--- src/rtl/cache_port_arbiter_if.sv ---
// Purpose: bundles the two requester ports and the cache port of cache_port_arbiter.
// Ports: I_* fetch requester, D_* load/store requester, C_*/Cache_* cache side, GNT/ERR status.
// Modports: master = arbiter view (drives cache and responses), slave = environment view.
interface cache_port_arbiter_if #(
    parameter int AW = 32,
    parameter int DW = 32
);
    logic          I_REQ;
    logic [AW-1:0] I_ADDR;
    logic [DW-1:0] I_RDATA;
    logic          I_DONE;

    logic          D_REQ;
    logic          D_WE;
    logic [3:0]    D_BE;
    logic [AW-1:0] D_ADDR;
    logic [DW-1:0] D_WDATA;
    logic [DW-1:0] D_RDATA;
    logic          D_DONE;

    logic          C_REQ;
    logic          C_WE;
    logic [3:0]    C_BE;
    logic [AW-1:0] C_ADDR;
    logic [DW-1:0] C_WDATA;
    logic [DW-1:0] C_RDATA;
    logic          Cache_RDY;
    logic          Cache_VALID;

    logic [1:0]    GNT;
    logic          ERR;

    modport master (
        input  I_REQ, I_ADDR,
        output I_RDATA, I_DONE,
        input  D_REQ, D_WE, D_BE, D_ADDR, D_WDATA,
        output D_RDATA, D_DONE,
        output C_REQ, C_WE, C_BE, C_ADDR, C_WDATA,
        input  C_RDATA, Cache_RDY, Cache_VALID,
        output GNT, ERR
    );

    modport slave (
        output I_REQ, I_ADDR,
        input  I_RDATA, I_DONE,
        output D_REQ, D_WE, D_BE, D_ADDR, D_WDATA,
        input  D_RDATA, D_DONE,
        input  C_REQ, C_WE, C_BE, C_ADDR, C_WDATA,
        output C_RDATA, Cache_RDY, Cache_VALID,
        input  GNT, ERR
    );
endinterface

--- src/rtl/cache_port_arbiter.sv ---
// Purpose: round-robin sharing of one cache port between fetch (I) and load/store (D).
// Latency: REQ seen in IDLE -> C_REQ next cycle -> DONE 3 cycles after REQ with no stalls.
// Backpressure: C_REQ held with stable fields until Cache_RDY; WAIT bounded by a TIMEOUT watchdog.
// Ports: CLK/RST plain; bus (master modport) carries I_*, D_*, C_*, Cache_RDY/VALID, GNT, ERR.
module cache_port_arbiter #(
    parameter int AW      = 32,
    parameter int DW      = 32,
    parameter int TIMEOUT = 64
) (
    input  logic                  CLK,
    input  logic                  RST,
    cache_port_arbiter_if.master  bus
);
    localparam int CW = (TIMEOUT > 2) ? $clog2(TIMEOUT) : 1;
    localparam logic [CW-1:0] CNT_MAX = CW'(TIMEOUT - 1);
    localparam logic [1:0] GNT_NONE = 2'b00;
    localparam logic [1:0] GNT_I    = 2'b01;
    localparam logic [1:0] GNT_D    = 2'b10;

    typedef enum logic [1:0] {S_IDLE, S_ISSUE, S_WAIT, S_RESP} state_t;

    state_t        r_state;
    logic [CW-1:0] r_cnt;
    logic          r_last_d;     // 1 when D owned the previous transaction
    logic [1:0]    r_gnt;
    logic          r_c_req;
    logic          r_c_we;
    logic [3:0]    r_c_be;
    logic [AW-1:0] r_c_addr;
    logic [DW-1:0] r_c_wdata;
    logic [DW-1:0] r_i_rdata;
    logic [DW-1:0] r_d_rdata;
    logic          r_i_done;
    logic          r_d_done;
    logic          r_err;

    // I wins unless D also requests and I was the last owner.
    logic w_pick_i;
    logic w_pick_d;
    logic w_own_i;
    assign w_pick_i = bus.I_REQ && (!bus.D_REQ || r_last_d);
    assign w_pick_d = bus.D_REQ && !w_pick_i;
    assign w_own_i  = (r_gnt == GNT_I);

    always_ff @(posedge CLK) begin
        if (RST) begin
            r_state   <= S_IDLE;
            r_cnt     <= '0;
            r_last_d  <= 1'b1;
            r_gnt     <= GNT_NONE;
            r_c_req   <= 1'b0;
            r_c_we    <= 1'b0;
            r_c_be    <= '0;
            r_c_addr  <= '0;
            r_c_wdata <= '0;
            r_i_rdata <= '0;
            r_d_rdata <= '0;
            r_i_done  <= 1'b0;
            r_d_done  <= 1'b0;
            r_err     <= 1'b0;
        end else begin
            case (r_state)
                S_IDLE: begin
                    if (w_pick_i) begin
                        r_gnt     <= GNT_I;
                        r_c_req   <= 1'b1;
                        r_c_we    <= 1'b0;
                        r_c_be    <= 4'b1111;
                        r_c_addr  <= bus.I_ADDR;
                        r_c_wdata <= '0;
                        r_state   <= S_ISSUE;
                    end else if (w_pick_d) begin
                        r_gnt     <= GNT_D;
                        r_c_req   <= 1'b1;
                        r_c_we    <= bus.D_WE;
                        r_c_be    <= bus.D_BE;
                        r_c_addr  <= bus.D_ADDR;
                        r_c_wdata <= bus.D_WDATA;
                        r_state   <= S_ISSUE;
                    end
                end
                S_ISSUE: begin
                    if (bus.Cache_RDY) begin
                        r_c_req <= 1'b0;
                        r_cnt   <= '0;
                        r_state <= S_WAIT;
                    end
                end
                S_WAIT: begin
                    // A completion on the last watchdog cycle still counts as success.
                    if (bus.Cache_VALID) begin
                        if (w_own_i) begin
                            r_i_rdata <= bus.C_RDATA;
                        end else if (!r_c_we) begin
                            r_d_rdata <= bus.C_RDATA;
                        end
                        r_i_done <= w_own_i;
                        r_d_done <= !w_own_i;
                        r_state  <= S_RESP;
                    end else if (r_cnt == CNT_MAX) begin
                        r_err    <= 1'b1;
                        r_i_done <= w_own_i;
                        r_d_done <= !w_own_i;
                        r_state  <= S_RESP;
                    end else begin
                        r_cnt <= r_cnt + 1'b1;
                    end
                end
                S_RESP: begin
                    r_i_done <= 1'b0;
                    r_d_done <= 1'b0;
                    r_last_d <= !w_own_i;
                    r_gnt    <= GNT_NONE;
                    r_state  <= S_IDLE;
                end
                default: r_state <= S_IDLE;
            endcase
        end
    end

    assign bus.C_REQ   = r_c_req;
    assign bus.C_WE    = r_c_we;
    assign bus.C_BE    = r_c_be;
    assign bus.C_ADDR  = r_c_addr;
    assign bus.C_WDATA = r_c_wdata;
    assign bus.I_RDATA = r_i_rdata;
    assign bus.D_RDATA = r_d_rdata;
    assign bus.I_DONE  = r_i_done;
    assign bus.D_DONE  = r_d_done;
    assign bus.GNT     = r_gnt;
    assign bus.ERR     = r_err;
endmodule

--- src/flat_wrapper.sv ---
// flat-port wrapper written by rule: the top's interface ports become plain ports
module cache_port_arbiter_flat 
#(
    parameter int AW      = 32,
    parameter int DW      = 32,
    parameter int TIMEOUT = 64
)
  (CLK, RST, bus_I_REQ, bus_I_ADDR, bus_I_RDATA, bus_I_DONE, bus_D_REQ, bus_D_WE, bus_D_BE, bus_D_ADDR, bus_D_WDATA, bus_D_RDATA, bus_D_DONE, bus_C_REQ, bus_C_WE, bus_C_BE, bus_C_ADDR, bus_C_WDATA, bus_C_RDATA, bus_Cache_RDY, bus_Cache_VALID, bus_GNT, bus_ERR);
  cache_port_arbiter_if #(.AW(AW), .DW(DW)) bus_i ();
  input  logic CLK;
  input  logic RST;
  input wire logic [$bits(bus_i.I_REQ)-1:0] bus_I_REQ;
  input wire logic [$bits(bus_i.I_ADDR)-1:0] bus_I_ADDR;
  output wire logic [$bits(bus_i.I_RDATA)-1:0] bus_I_RDATA;
  output wire logic [$bits(bus_i.I_DONE)-1:0] bus_I_DONE;
  input wire logic [$bits(bus_i.D_REQ)-1:0] bus_D_REQ;
  input wire logic [$bits(bus_i.D_WE)-1:0] bus_D_WE;
  input wire logic [$bits(bus_i.D_BE)-1:0] bus_D_BE;
  input wire logic [$bits(bus_i.D_ADDR)-1:0] bus_D_ADDR;
  input wire logic [$bits(bus_i.D_WDATA)-1:0] bus_D_WDATA;
  output wire logic [$bits(bus_i.D_RDATA)-1:0] bus_D_RDATA;
  output wire logic [$bits(bus_i.D_DONE)-1:0] bus_D_DONE;
  output wire logic [$bits(bus_i.C_REQ)-1:0] bus_C_REQ;
  output wire logic [$bits(bus_i.C_WE)-1:0] bus_C_WE;
  output wire logic [$bits(bus_i.C_BE)-1:0] bus_C_BE;
  output wire logic [$bits(bus_i.C_ADDR)-1:0] bus_C_ADDR;
  output wire logic [$bits(bus_i.C_WDATA)-1:0] bus_C_WDATA;
  input wire logic [$bits(bus_i.C_RDATA)-1:0] bus_C_RDATA;
  input wire logic [$bits(bus_i.Cache_RDY)-1:0] bus_Cache_RDY;
  input wire logic [$bits(bus_i.Cache_VALID)-1:0] bus_Cache_VALID;
  output wire logic [$bits(bus_i.GNT)-1:0] bus_GNT;
  output wire logic [$bits(bus_i.ERR)-1:0] bus_ERR;
  assign bus_i.I_REQ = bus_I_REQ;
  assign bus_i.I_ADDR = bus_I_ADDR;
  assign bus_I_RDATA = bus_i.I_RDATA;
  assign bus_I_DONE = bus_i.I_DONE;
  assign bus_i.D_REQ = bus_D_REQ;
  assign bus_i.D_WE = bus_D_WE;
  assign bus_i.D_BE = bus_D_BE;
  assign bus_i.D_ADDR = bus_D_ADDR;
  assign bus_i.D_WDATA = bus_D_WDATA;
  assign bus_D_RDATA = bus_i.D_RDATA;
  assign bus_D_DONE = bus_i.D_DONE;
  assign bus_C_REQ = bus_i.C_REQ;
  assign bus_C_WE = bus_i.C_WE;
  assign bus_C_BE = bus_i.C_BE;
  assign bus_C_ADDR = bus_i.C_ADDR;
  assign bus_C_WDATA = bus_i.C_WDATA;
  assign bus_i.C_RDATA = bus_C_RDATA;
  assign bus_i.Cache_RDY = bus_Cache_RDY;
  assign bus_i.Cache_VALID = bus_Cache_VALID;
  assign bus_GNT = bus_i.GNT;
  assign bus_ERR = bus_i.ERR;
  cache_port_arbiter #(.AW(AW), .DW(DW), .TIMEOUT(TIMEOUT)) u_core (.CLK(CLK), .RST(RST), .bus(bus_i));
endmodule
--- config.mk ---
export PLATFORM = sky130hd
export DESIGN_NAME = cache_port_arbiter_flat
export DESIGN_NICKNAME = d
export VERILOG_FILES = /design/src/rtl/cache_port_arbiter_if.sv /design/src/rtl/cache_port_arbiter.sv /design/src/flat_wrapper.sv
export SDC_FILE = /design/constraint.sdc
export NUM_CORES = 1
export LEC_CHECK = 0
export BUFFER_PORTS_ARGS = -buffer_cell sky130_fd_sc_hd__buf_2
export CORE_MARGIN = 4
export CORE_UTILIZATION = 42
export CTS_CLUSTER_DIAMETER = 150
export CTS_CLUSTER_SIZE = 8
export DETAILED_ROUTE_END_ITERATION = 12
export GPL_ROUTABILITY_DRIVEN = 0
export PLACE_DENSITY = 0.83
export SLEW_MARGIN = 20
export SYNTH_ARGS = -nofsm -noshare
export SYNTH_HDL_FRONTEND = slang
export SYNTH_SLANG_ARGS = --single-unit
--- constraint.sdc ---
create_clock -name CLK -period 1.6 [get_ports CLK]
set_input_delay 0.32 -clock CLK [delete_from_list [all_inputs] [get_ports CLK]]
set_output_delay 0.32 -clock CLK [all_outputs]
set_load 0.03 [all_outputs]
==> impl_metrics.tcl <==
set metrics [dict create \
    critPathMaxFanout 6 \
    rr_worst_depth 8 \
    antenna_found_initial 1 \
    worstMarginPinSlew_ps 417 \
    cts_made_buffers 17 \
    clock_path_buffers 2 \
    drtAntennaViolNets 0 \
    fin_nets 1073 \
    crit_type "register to register" \
    seq_area_frac_synth_pct 51.4 \
    synth_xor_area_share_pct 0 \
    synth.distinct_cells 45 \
    hold_buffers 0 \
    clock-root-buffer "clkbuf_16" \
    irDropWorstVdd_mv 1.04 \
    drv_slew 0 \
    slowest_stage "dfxtp_2" \
    final_cell_mix "buf_2, dfxtp_1, nand2_1" \
    hold_ws_ps 140 \
    crit_start "u_core.r_state[0]" \
    via_per_inst 4.99 \
    worst-endpoint-required_ps 1940 \
    placed_cell_area_sq_um 7470 \
    drc_errors 0 \
    synth_top_family_by_area "compound AO/OA/AOI/OAI gates" \
    path_clk_slew_ps 60 \
    relSlewSlack_pct 72.1 \
    diodes 0 \
    firstDrtPassIters 5 \
    hpwlAfterDp_um 11900 \
    die_x_um 125 \
    dieArea_sq_um 15700 \
    max_cap_violations 0 \
    cp-start-kind "register" \
    grtUsageTotal_pct 20.2 \
    crit_end "u_core.r_cnt[2]" \
    final.setup_skew_ps 13.8 \
    grt_max_degree 73 \
    start_util_pct 43.2 \
    crit_arrival_ps 1920 \
    area_delta_synth_final_pct 41.6 \
    grt_pass1_vias 5490 \
    syn_area_per_cell_sq_um 8.78 \
    final_area_sq_um 8160 \
    dr.first_iter.drc_count 222 \
    grt_overflow 0 \
    period_needed_ps 1580 \
    p_leak_nw 3.75 \
    drive_gt1_share_pct 38.5 \
    syn_inst 656 \
    synth-adder-area-share_pct 1.09 \
    grt_pass1_wl_um 26400 \
    hold_class "input pin to register" \
    h-tree-depth 4 \
    yosysWarnings 0 \
    r2r-start "u_core.r_state[0]" \
    cts_tree "done" \
    cp-end-kind "register" \
    outcome "completed" \
    dr_total_vias 5581 \
    pin_count 278 \
    routed_wl_um 16400 \
    path_cells "inv_2, ha_2, buf_6, mux2_2, o211ai_1, buf_4, a21oi_1, o22ai_1" \
    netlist_area_sq_um 5760 \
    cp_slowest_stage_delay_ps 360 \
    clock_sinks 148 \
    r2r_slack_ps 20 \
    clk_latency_ps 420 \
    syn-num-nets 800 \
    finalPower_mw 13.0 \
    powerDensity_nw_per_um2 1590 \
    fin_crit_sh_pct 98.4 \
    timing.fmax_mhz 635 \
    yosys.area_share.simple_pct 17.9 \
    synthMuxAreaShare_pct 5.93 \
    r2r-end "u_core.r_cnt[2]" \
    wire_per_inst_um 14.7 \
    final_common_cell "buf_2" \
    port-buffer-count 277 \
    setup_tns_ps 0 \
    fp.dieH_um 125 \
    hold_violations 0 \
    core_sq_um 13300 \
    synth_compound_area_share_pct 18.8 \
    ys_ff_latch 148 \
    setup-violations-final 0 \
    rows 42 \
]
## where the power goes
part / switching [mW] / internal, mW / leakage, nW / total, mW
combinational: 2.76 / 1.58 / 2.24 / 4.34
clock: 1.57 / 2.56 / 0.298 / 4.13
sequential: 0.286 / 4.22 / 1.21 / 4.51
total: 4.62 / 8.37 / 3.75 / 13.0
## synthesized netlist by cell type, drive strengths merged
master / instances / area [sq um]
or3: 2 / 12.5
mux2: 1 / 11.3
nor4b: 2 / 17.5
o21a: 1 / 7.51
ha: 5 / 62.6
a211oi: 34 / 288
o211ai: 1 / 7.51
nand2: 140 / 526
nor2: 80 / 303
nor3: 6 / 35.0
buf: 24 / 163
and4: 1 / 11.3
nand3: 4 / 20.0
o211a: 1 / 10.0
nand4: 1 / 6.26
a32oi: 1 / 8.76
mux2i: 33 / 330
o22ai: 1 / 6.26
a22o: 3 / 26.3
a21oi: 75 / 375
dfxtp: 148 / 2960
o21ba: 1 / 10.0
inv: 7 / 26.3
a41oi: 1 / 8.76
a22oi: 33 / 248
a21o: 1 / 7.51
clkbuf: 24 / 90.1
a2111oi: 1 / 27.5
nor2b: 6 / 40.0
or2: 1 / 6.26
o21ai: 6 / 33.8
nand2b: 9 / 56.3
o311ai: 2 / 17.5
## stage by stage
stage	utilization, %	cells	setup WS [ps]
global route	61.1	1118	-71.2
finish	61.1	1118	24.9
floorplan	-	656	22.6
detailed placement	56.0	1083	1.03
CTS	60.7	1115	19.6
global placement	56.0	1083	48.9
## timing repair
item / in CTS / in global routing
pin swaps: 1 / 6
buffers inserted: 0 / 3
gates resized for setup: 2 / 12
endpoints found under the setup margin: 2 / 54
## metal layers
layer	share of wire (%)	GRT usage [%]
met5	0.043	0
met4	2.2	8.99
met3	6.5	5.46
met2	49	33.2
met1	42	25.0
## how the worst min path moves through the flow
stage | start | to | slack (ps) | depth (start not counted)
6_report | bus_D_WDATA[10] | u_core.bus.C_WDATA[10] | 140 | 3
2_1_floorplan | u_core.r_cnt[1] | u_core.r_cnt[1] | 450 | 2
4_1_cts | bus_D_WDATA[24] | u_core.bus.C_WDATA[24] | 120 | 3
3_5_place_dp | u_core.bus.I_RDATA[12] | u_core.bus.I_RDATA[12] | 440 | 2
3_3_place_gp | u_core.bus.I_RDATA[11] | u_core.bus.I_RDATA[11] | 440 | 2
5_1_grt | bus_C_RDATA[19] | u_core.bus.I_RDATA[19] | 140 | 3
## critical path, delay by kind of cell (launching register included)
kind	cells	cell delay, ps
mux	1	270
compound gates	3	320
flops	1	360
fa+ha+maj	1	200
buf+inv	3	350
## registers in the layout, summed over array words and instances (netlist names), 2 cells and up
register,flops
u_core.bus.C_BE,4
u_core.bus.GNT,2
u_core.r_cnt,6
u_core.bus.D_RDATA,32
u_core.bus.C_ADDR,32
u_core.bus.C_WDATA,32
u_core.r_state,2
u_core.bus.I_RDATA,32
## cell families after synthesis
kind of cell             after synthesis
multiplexers                          34
buffers and inverters                 55
AO/OA/AOI/OAI                        162
adder cells (fa/ha/maj)                5
flip-flops                           148
AND/OR/NAND/NOR                      252
## cell type report
type                            instances  area, sq um
Sequential cell                       148         2970
Fill cell                            1208         5190
Clock buffer                           19          453
Tap cell                              176          220
Multi-Input combinational cell        453         2570
Timing Repair Buffer                  302         1740
Inverter                                7         26.3
Clock inverter                         13          173
(Power assumes the default switching activity.)
